===== src/rtl/life_pkg.sv =====
// Shared definitions for the 8x8 Game-of-Life sequencer.
//   life_state_t : sequencer FSM states
//   GRID_W       : number of cells (8x8, cell (r,c) at bit r*8+c)
//   halt_cond()  : true when a candidate generation is a still life or empty
package life_pkg;

    typedef enum logic [1:0] {IDLE, RUN, STEP, HALT} life_state_t;

    localparam int GRID_W = 64;

    function automatic logic halt_cond(input logic [GRID_W-1:0] cur,
                                       input logic [GRID_W-1:0] nxt);
        return (nxt == cur) || (nxt == '0);
    endfunction

endpackage


===== src/rtl/rate_tick.sv =====
// Programmable rate divider. Produces one tick every (limit+1) enabled clocks.
// Ports:
//   clk, reset : clock and synchronous active-high reset
//   clear      : zero the divider and latch a new limit
//   enable     : count this cycle
//   limit      : terminal count, sampled only while clear is high
//   tick       : combinational, high in the enabled cycle where the count hits the limit
module rate_tick #(
    parameter int DIV_W = 24
) (
    input  logic             clk,
    input  logic             reset,
    input  logic             clear,
    input  logic             enable,
    input  logic [DIV_W-1:0] limit,
    output logic             tick
);

    logic [DIV_W-1:0] count_reg;
    logic [DIV_W-1:0] limit_reg;

    assign tick = enable && (count_reg == limit_reg);

    always_ff @(posedge clk) begin
        if (reset) begin
            count_reg <= '0;
            limit_reg <= '0;
        end else if (clear) begin
            count_reg <= '0;
            limit_reg <= limit;
        end else if (enable) begin
            if (tick) begin
                count_reg <= '0;
            end else begin
                count_reg <= count_reg + DIV_W'(1);
            end
        end
    end

endmodule


===== src/rtl/life_seq_ctrl.sv =====
// Sequencer for the 8x8 Game-of-Life engine. Holds the generation register,
// which feeds an external combinational next-generation block, and commits
// that block's result on step, or at a programmable rate while running.
// Ports:
//   clk, reset  : clock, synchronous active-high reset
//   seed, load  : load pattern (load pulse wins over every other command)
//   run         : level, free-run while high
//   step, pause : single-cycle command pulses
//   halt_en     : stop automatically on still life or extinction
//   speed_div   : commit every speed_div+1 clocks, sampled when RUN is entered
//   next_grid   : next generation computed from grid
//   grid        : current generation
//   gen_count   : saturating count of commits since last load
//   busy, stable, extinct, halted : status
module life_seq_ctrl
    import life_pkg::*;
#(
    parameter int DIV_W = 24,
    parameter int GEN_W = 16
) (
    input  logic              clk,
    input  logic              reset,
    input  logic [GRID_W-1:0] seed,
    input  logic              load,
    input  logic              run,
    input  logic              step,
    input  logic              pause,
    input  logic              halt_en,
    input  logic [DIV_W-1:0]  speed_div,
    input  logic [GRID_W-1:0] next_grid,
    output logic [GRID_W-1:0] grid,
    output logic [GEN_W-1:0]  gen_count,
    output logic              busy,
    output logic              stable,
    output logic              extinct,
    output logic              halted
);

    life_state_t       state_reg, state_next;
    logic [GRID_W-1:0] grid_reg;
    logic [GEN_W-1:0]  gen_count_reg;
    logic              stable_reg;
    logic              extinct_reg;

    logic commit;
    logic div_clear;
    logic div_enable;
    logic div_tick;
    logic stop_now;

    rate_tick #(.DIV_W(DIV_W)) u_rate_tick (
        .clk    (clk),
        .reset  (reset),
        .clear  (div_clear),
        .enable (div_enable),
        .limit  (speed_div),
        .tick   (div_tick)
    );

    assign stop_now = halt_en && halt_cond(grid_reg, next_grid);

    // Next state and commit strobe. load is checked first so it overrides
    // every state, HALT included; pause outranks run.
    always_comb begin
        state_next = state_reg;
        commit     = 1'b0;
        div_clear  = 1'b0;
        div_enable = 1'b0;
        if (load) begin
            state_next = IDLE;
        end else begin
            unique case (state_reg)
                IDLE: begin
                    if (pause) begin
                        state_next = IDLE;
                    end else if (run) begin
                        state_next = RUN;
                        div_clear  = 1'b1;
                    end else if (step) begin
                        state_next = STEP;
                    end
                end
                STEP: begin
                    commit     = 1'b1;
                    state_next = stop_now ? HALT : IDLE;
                end
                RUN: begin
                    // Leaving RUN never commits; the partial divider count is dropped
                    // because the next entry clears it anyway.
                    if (pause || !run) begin
                        state_next = IDLE;
                    end else begin
                        div_enable = 1'b1;
                        if (div_tick) begin
                            commit = 1'b1;
                            if (stop_now) begin
                                state_next = HALT;
                            end
                        end
                    end
                end
                HALT: state_next = HALT;
                default: state_next = IDLE;
            endcase
        end
    end

    always_ff @(posedge clk) begin
        if (reset) begin
            state_reg     <= IDLE;
            grid_reg      <= '0;
            gen_count_reg <= '0;
            stable_reg    <= 1'b0;
            extinct_reg   <= 1'b1;
        end else begin
            state_reg <= state_next;
            if (load) begin
                grid_reg      <= seed;
                gen_count_reg <= '0;
                stable_reg    <= 1'b0;
                extinct_reg   <= (seed == '0);
            end else if (commit) begin
                grid_reg    <= next_grid;
                stable_reg  <= (next_grid == grid_reg);
                extinct_reg <= (next_grid == '0);
                if (gen_count_reg != '1) begin
                    gen_count_reg <= gen_count_reg + GEN_W'(1);
                end
            end
        end
    end

    assign grid      = grid_reg;
    assign gen_count = gen_count_reg;
    assign busy      = (state_reg == RUN) || (state_reg == STEP);
    assign stable    = stable_reg;
    assign extinct   = extinct_reg;
    assign halted    = (state_reg == HALT);

endmodule


===== config.mk =====
export PLATFORM = sky130hd
export DESIGN_NAME = life_seq_ctrl
export DESIGN_NICKNAME = d
export VERILOG_FILES = /design/src/rtl/life_pkg.sv /design/src/rtl/rate_tick.sv /design/src/rtl/life_seq_ctrl.sv
export SDC_FILE = /design/constraint.sdc
export NUM_CORES = 1
export LEC_CHECK = 0
export ABC_AREA = 1
export BUFFER_PORTS_ARGS = -buffer_cell sky130_fd_sc_hd__buf_2
export CELL_PAD_IN_SITES_DETAIL_PLACEMENT = 0
export CELL_PAD_IN_SITES_GLOBAL_PLACEMENT = 1
export CORE_ASPECT_RATIO = 1.25
export CORE_MARGIN = 2
export CORE_UTILIZATION = 38
export DETAILED_ROUTE_END_ITERATION = 16
export GPL_ROUTABILITY_DRIVEN = 0
export PLACE_DENSITY_LB_ADDON = 0.1
export SKIP_CTS_REPAIR_TIMING = 1
export SYNTH_ARGS = -nofsm -noshare
export SYNTH_HDL_FRONTEND = slang
export SYNTH_SLANG_ARGS = --single-unit

===== constraint.sdc =====
create_clock -name clk -period 5.6 [get_ports clk]
set_input_delay 0.56 -clock clk [delete_from_list [all_inputs] [get_ports clk]]
set_output_delay 0.56 -clock clk [all_outputs]
set_load 0.01 [all_outputs]

* Yosys cells after proc, flatten, opt, wreduce, memory -nomap -nowiden *
Index checks and enable logic that the tools add are counted.

word-level totals
  bits in latches = 0
  output and inout bits = 84
  bits in read-only memories = 0
  logic and storage cells = 56
  bits in writable memories = 0
  memories kept = 0
  bits in registers = 132

operators by class
  equal/unequal tests = 9
  shifts and indexed selects = 0
  $mul = 0
  order comparisons = 0
  muxes and demuxes = 24
  bitwise gates (word level) = 0
  add/subtract/negate cells = 2
  divide/modulo/power cells = 0
  reductions and logical operators = 14

operators with widths
  cell                     count
  $logic_not A64 Y1        2
  $mux W64                 2
  $eq A64 B64 Y1           1
  $add A24 B1 Y24 const B  1
  $eq A24 B24 Y1           1
  $mux W24                 1
  $add A16 B1 Y16 const B  1
  $ne A16 B16 Y1 const B   1
  $mux W2                  7
  $mux W1                  12
  $pmux W2 S4              1
  $ne A3 B3 Y1 const B     2
  $eq A2 B2 Y1 const B     2
  $ne A4 B4 Y1 const B     1
  $reduce_or A2 Y1         2
  $logic_or A1 B1 Y1       3
  $reduce_and A3 Y1        1
  $eq A2 B1 Y1 const B     1
  $logic_and A1 B1 Y1      2
  $logic_not A2 Y1         1
  $pmux W1 S2              1
  $reduce_and A2 Y1        1
  $reduce_bool A2 Y1       1
  $logic_not A1 Y1         1

* Depth between registers and ports, before layout *
  depth after elaboration = 12
  gate-level depth with buffers = 17

* Hierarchy *
From an unflattened synthesis, not the netlist that was laid out.

unflattened totals
  cell total of the unflattened synthesis = 1,301
  area total of the unflattened synthesis = 7,866.3 sq um

by module, submodules not included
  module         sequential area each (sq um)  cells an instance  times used  area each (sq um)
  life_seq_ctrl  1,681.6                       899                1           5,251.3
  rate_tick      960.9                         402                1           2,615.0

* Worst setup path after synthesis *
OpenSTA, ideal clock, no wires.

  path kind = input -> register
  start point = input port pause
  end point = register gen_count_reg[15], in the netlist gen_count[15]
  library setup time = 0.072 ns
  stages on the path = 15
  required time = 5.528 ns
  path buffers = 2
  path slack = 3.542 ns
  arrival time = 1.987 ns
  cells stage by stage = inv_1 nand2_1 nor2_4 nand2_4 inv_2 nand2_1 nor2_2 nand3_4 nand2_4 nand2_2 nor2_4 buf_6 buf_6 nand3_1 a21oi_1

between the ends
  longest elaborated chain between the ends = 10

ends and longest elaborated chain
  what                                    RTL line              source
  start: declaration                      life_seq_ctrl.sv:27   input logic pause,
  $logic_or A1 B1 Y1 (*)                  life_seq_ctrl.sv:90   if (pause || !run) begin
  $mux W1                                 life_seq_ctrl.sv:90
  $mux W1                                 life_seq_ctrl.sv:72   unique case (state_reg)
  $mux W1                                 life_seq_ctrl.sv:69   if (load) begin
  $logic_and A1 B1 Y1                     rate_tick.sv:22       assign tick = enable && (count_reg == limit_reg);
  $mux W1                                 life_seq_ctrl.sv:94   if (div_tick) begin
  $mux W1 (*)                             life_seq_ctrl.sv:90
  $pmux W1 S2 (*)                         life_seq_ctrl.sv:72
  $mux W1 (*)                             life_seq_ctrl.sv:69
  $reduce_and A2 Y1 (no source line) (*)  --
  end signal: assignment                  life_seq_ctrl.sv:127  gen_count_reg <= gen_count_reg + GEN_W'(1);
  end: declaration                        life_seq_ctrl.sv:41   logic [GEN_W-1:0] gen_count_reg;

Every way passes the cells marked *; elsewhere a longest branch is shown, timed or not.
A chain may end at the register's enable or synchronous reset.

* Worst setup path after layout *
  start point = register state_reg[1]
  end point = register grid_reg[33], in the netlist grid[33]

between the ends
  longest elaborated chain between the ends = 9
  elaborated cells on any way between the ends = 10
  classes of those cells = eq/ne: 2; mux: 6; reduce/logical: 2

ends and longest elaborated chain
  what                                     RTL line              source
  start: declaration                       life_seq_ctrl.sv:39   life_state_t state_reg, state_next;
  start signal: assignment                 life_seq_ctrl.sv:116  state_reg <= state_next;
  $eq A2 B1 Y1                             life_seq_ctrl.sv:72
  $mux W1                                  life_seq_ctrl.sv:72
  $mux W1                                  life_seq_ctrl.sv:69
  $logic_and A1 B1 Y1                      rate_tick.sv:22
  $mux W1                                  life_seq_ctrl.sv:94
  $mux W1                                  life_seq_ctrl.sv:90
  $pmux W1 S2 (*)                          life_seq_ctrl.sv:72
  $mux W1 (*)                              life_seq_ctrl.sv:69
  $reduce_bool A2 Y1 (no source line) (*)  --
  end signal: assignment                   life_seq_ctrl.sv:123  grid_reg <= next_grid;
  end: declaration                         life_seq_ctrl.sv:40   logic [GRID_W-1:0] grid_reg;

Marked as above.

==> impl_metrics.toml <==
[outcome]
status = "finished, final reports clean"

[detailed_routing]
wl_per_cell_um = 14.2
drt_first_iter_violations = 386
antenna_left = 0
dr.pass1.iters = 4
viasPerCell = 4.81
drt_wl_total_um = 24700
drc_errors = 0
via_count = 8366

[yosys]
ys_seq_area_share_pct = 34.2
synth_top_family_by_area = "simple AND/OR/NAND/NOR gates"
synthSimpleGateAreaFrac_pct = 38.0
syn_area_mm2 = 0.00773
synthMuxAreaShare_pct = 0
synthFlopType = "dfxtp_1"
synth-edff-count = 0
synth_compound_area_share_pct = 11.4
ys_async_sr_fraction_pct = 0
synth_seq_cells = 132
syn_inst = 1231
synthAdderAreaFrac_pct = 1.13
synth_fp_nets = 1397
yosysWarningCount = 0
ys_types = 37
synth_area_per_cell_um2 = 6.28
yosys.area_share.xor_xnor_pct = 5.21

[sta]
tightestPinTransition_ns = 0.901
tns_ns = 0
clock.fmax_mhz = 306
rsz0062_at_grt = "no"
hold_viol = 0
finalClockSkew_ns = 0.0125
period_minus_slack_ns = 3.27
drv_slew = 0
slew_headroom_pct = 39.9
setup_viol = 0
fin_ws_ns = 2.33
fin_crit_sh_pct = 58.3
whs_ns = 0.391

[grt]
grt_pass1_vias = 7984
grt_pass1_wl_um = 39400
antenna_found_initial = 3
grt_use_total_pct = 22.9
grt_overflow = 0
grt_max_degree = 68

[worst_setup_path]
critPathCaptureType = "flip-flop"
slowest_delay_ns = 0.71
start_kind = "flip-flop"
cp_slowest_cell = "buf_4"
r2r_slack_ns = 2.33
startpoint = "state_reg[1]"
arrival_ns = 3.61
reg2reg_to = "grid[33]"
crit_fanout = 67
crit_type = "flip-flop to flip-flop"
cp_cell_sequence = "inv_1 -> ha_1 -> inv_2 -> nor2_4 -> nand2_4 -> inv_2 -> nand2_1 -> nor2_2 -> nand3_4 -> nand2_4 -> nand2_2 -> nor2_4 -> buf_4 -> nand2_1 -> a31oi_2"
r2r_cells = 15
crit_required_ns = 5.94
crit_end = "grid[33]"
r2r-start = "state_reg[1]"

[pwr]
pwr-share-clk_pct = 48.0
total_power_mw = 2.58
power_density_mw_per_mm2 = 264
p_int_mw = 1.90
p_switching_uw = 678
combPwrFrac_pct = 12.8
leakagePower_nw = 4.46
p_sw_share_pct = 26.3
power_frac_seq_pct = 39.2
peakVddDrop_uv = 211

[floorplan]
die_w_um = 132
start_util_pct = 38.6
die-area_mm2 = 0.0215
die_h_um = 163
rows = 58
core-area_mm2 = 0.0200
ios = 243

[final_layout]
nets = 1622
syn2layout_area_growth_pct = 26.1
drive_above_1_share_pct = 20.4
fill_cells = 2185
largest_reg_flops = 64

[clocking]
cts_made_buffers = 17
cts.path.max_buffers = 2
cts.sinks = 132
clk_pin_slew_worst_paths_ns = 0.06
htreeDepth = 4
clock-root-buffer = "clkbuf_16"
cts_tree = "done"
clock_latency_ns = 0.42

[run]
max-cap-violations = 0

[placement]
dp_slack_ns = 2.16
port_buffers = 242
hpwlAfterDp_um = 18300

[worst_hold_path]
min_path_type = "input port to flip-flop"
worstHoldStart = "speed_div[20]"
==> cell families after synthesis <==
logic type	count (synthesis)
AND/OR/NAND/NOR	713
buffers and inverters	192
AO/OA/AOI/OAI	141
flip-flops	132
XOR/XNOR	46
adder cells (fa/ha/maj)	7
==> worst min path at each step <==
stage               cells after the start                   endpoint  slack (ns)
floorplan                               2  u_rate_tick.count_reg[22]        0.45
global placement                        2              gen_count[15]        0.47
detailed placement                      2              gen_count[15]        0.48
CTS                                     3  u_rate_tick.limit_reg[20]        0.38
global route                            3  u_rate_tick.limit_reg[17]        0.40
finish                                  3  u_rate_tick.limit_reg[20]        0.39
==> metal layers <==
layer	wire [um]	vias up	global-route usage, %
met2	11700	207	39.6
met3	1340	33	5.18
li1	-	4370	-
met1	11200	3756	27.9
met5	0	-	0
met4	525	0	8.10
==> layout by cell type (no fill, tap or decap), types with 2 or more instances in the layout <==
master | netlist | layout
buf_2 | 4 | 242
nand2_4 | 2 | 2
nand2_1 | 437 | 437
inv_2 | 4 | 4
nor3_1 | 19 | 19
a211oi_1 | 6 | 6
bufinv_16 | 0 | 5
inv_6 | 0 | 2
clkinvlp_4 | 0 | 2
inv_1 | 145 | 145
a31oi_2 | 9 | 9
nor3b_1 | 2 | 2
a31oi_1 | 57 | 57
buf_4 | 0 | 6
xor2_1 | 31 | 31
ha_1 | 7 | 7
o21ai_0 | 38 | 38
dfxtp_1 | 132 | 132
nand4_1 | 24 | 24
nor4_1 | 18 | 18
clkbuf_16 | 0 | 17
nand3b_1 | 2 | 2
diode_2 | 0 | 3
o21a_1 | 2 | 2
a21oi_1 | 26 | 26
or4_1 | 2 | 2
nor2_1 | 161 | 161
clkinv_4 | 0 | 2
nor2_4 | 2 | 2
xnor2_1 | 15 | 15
nand3_1 | 39 | 39
==> Yosys cell counts, types with 2 or more instances <==
cell type	n	share of area [%]
a21oi_1	26	1.7
buf_1	2	0.097
buf_6	6	0.87
o21a_1	2	0.19
nor3_1	19	1.2
inv_2	4	0.19
dfxtp_1	132	34
nand4_1	24	1.9
nand2_4	2	0.29
xnor2_1	15	1.7
nor3b_1	2	0.19
nor2_4	2	0.29
nor2_1	161	7.8
a31oi_1	57	4.6
xor2_1	31	3.5
ha_1	7	1.1
clkbuf_1	29	1.4
o21ai_0	38	2.5
a31oi_2	9	1.5
nor4_1	18	1.5
buf_2	4	0.26
nand3_1	39	2.5
nand3b_1	2	0.19
nand2_1	437	21
a211oi_1	6	0.58
or4_1	2	0.19
inv_1	145	7.0
==> power groups by stage <==
stage | Combinational (mW) | Clock [mW] | Sequential [mW]
after floorplan | 0.169 | 0 | 1.04
after global placement | 0.331 | 0 | 1.03
after detailed placement | 0.333 | 0 | 1.03
after CTS | 0.334 | 1.26 | 1.01
after global routing | 0.374 | 1.30 | 1.02
final | 0.330 | 1.24 | 1.01
==> metrics by stage <==
stage	cell area [um^2]	util [%]	std cells
floorplan	7730	-	1231
global placement	9110	45.5	1707
detailed placement	9110	45.5	1707
CTS	9740	48.6	1737
global route	9750	48.7	1740
finish	9750	48.7	1740
==> critical path: cells and delay by family, from the launching register on <==
| family | cells | cell delay [ns] |
|---|---|---|
| flip-flops | 1 | 0.33 |
| adder cells (fa/ha/maj) | 1 | 0.17 |
| AO/OA/AOI/OAI | 1 | 0.19 |
| buffers and inverters | 4 | 1.15 |
| AND/OR/NAND/NOR | 9 | 1.31 |
==> cell type report <==
| class | count | area [um^2] | share of cell area, % |
|---|---|---|---|
| timing repair buffer | 248 | 1260 | 12.9 |
| inverter | 150 | 563 | 5.78 |
| antenna | 3 | 7.51 | 0.0770 |
| sequential | 132 | 2640 | 27.1 |
| clock inverter | 12 | 205 | 2.10 |
| tap | 270 | 338 | 3.47 |
| multi-input combinational | 907 | 4310 | 44.2 |
| clock buffer | 18 | 429 | 4.40 |
(Power assumes the default switching activity.)
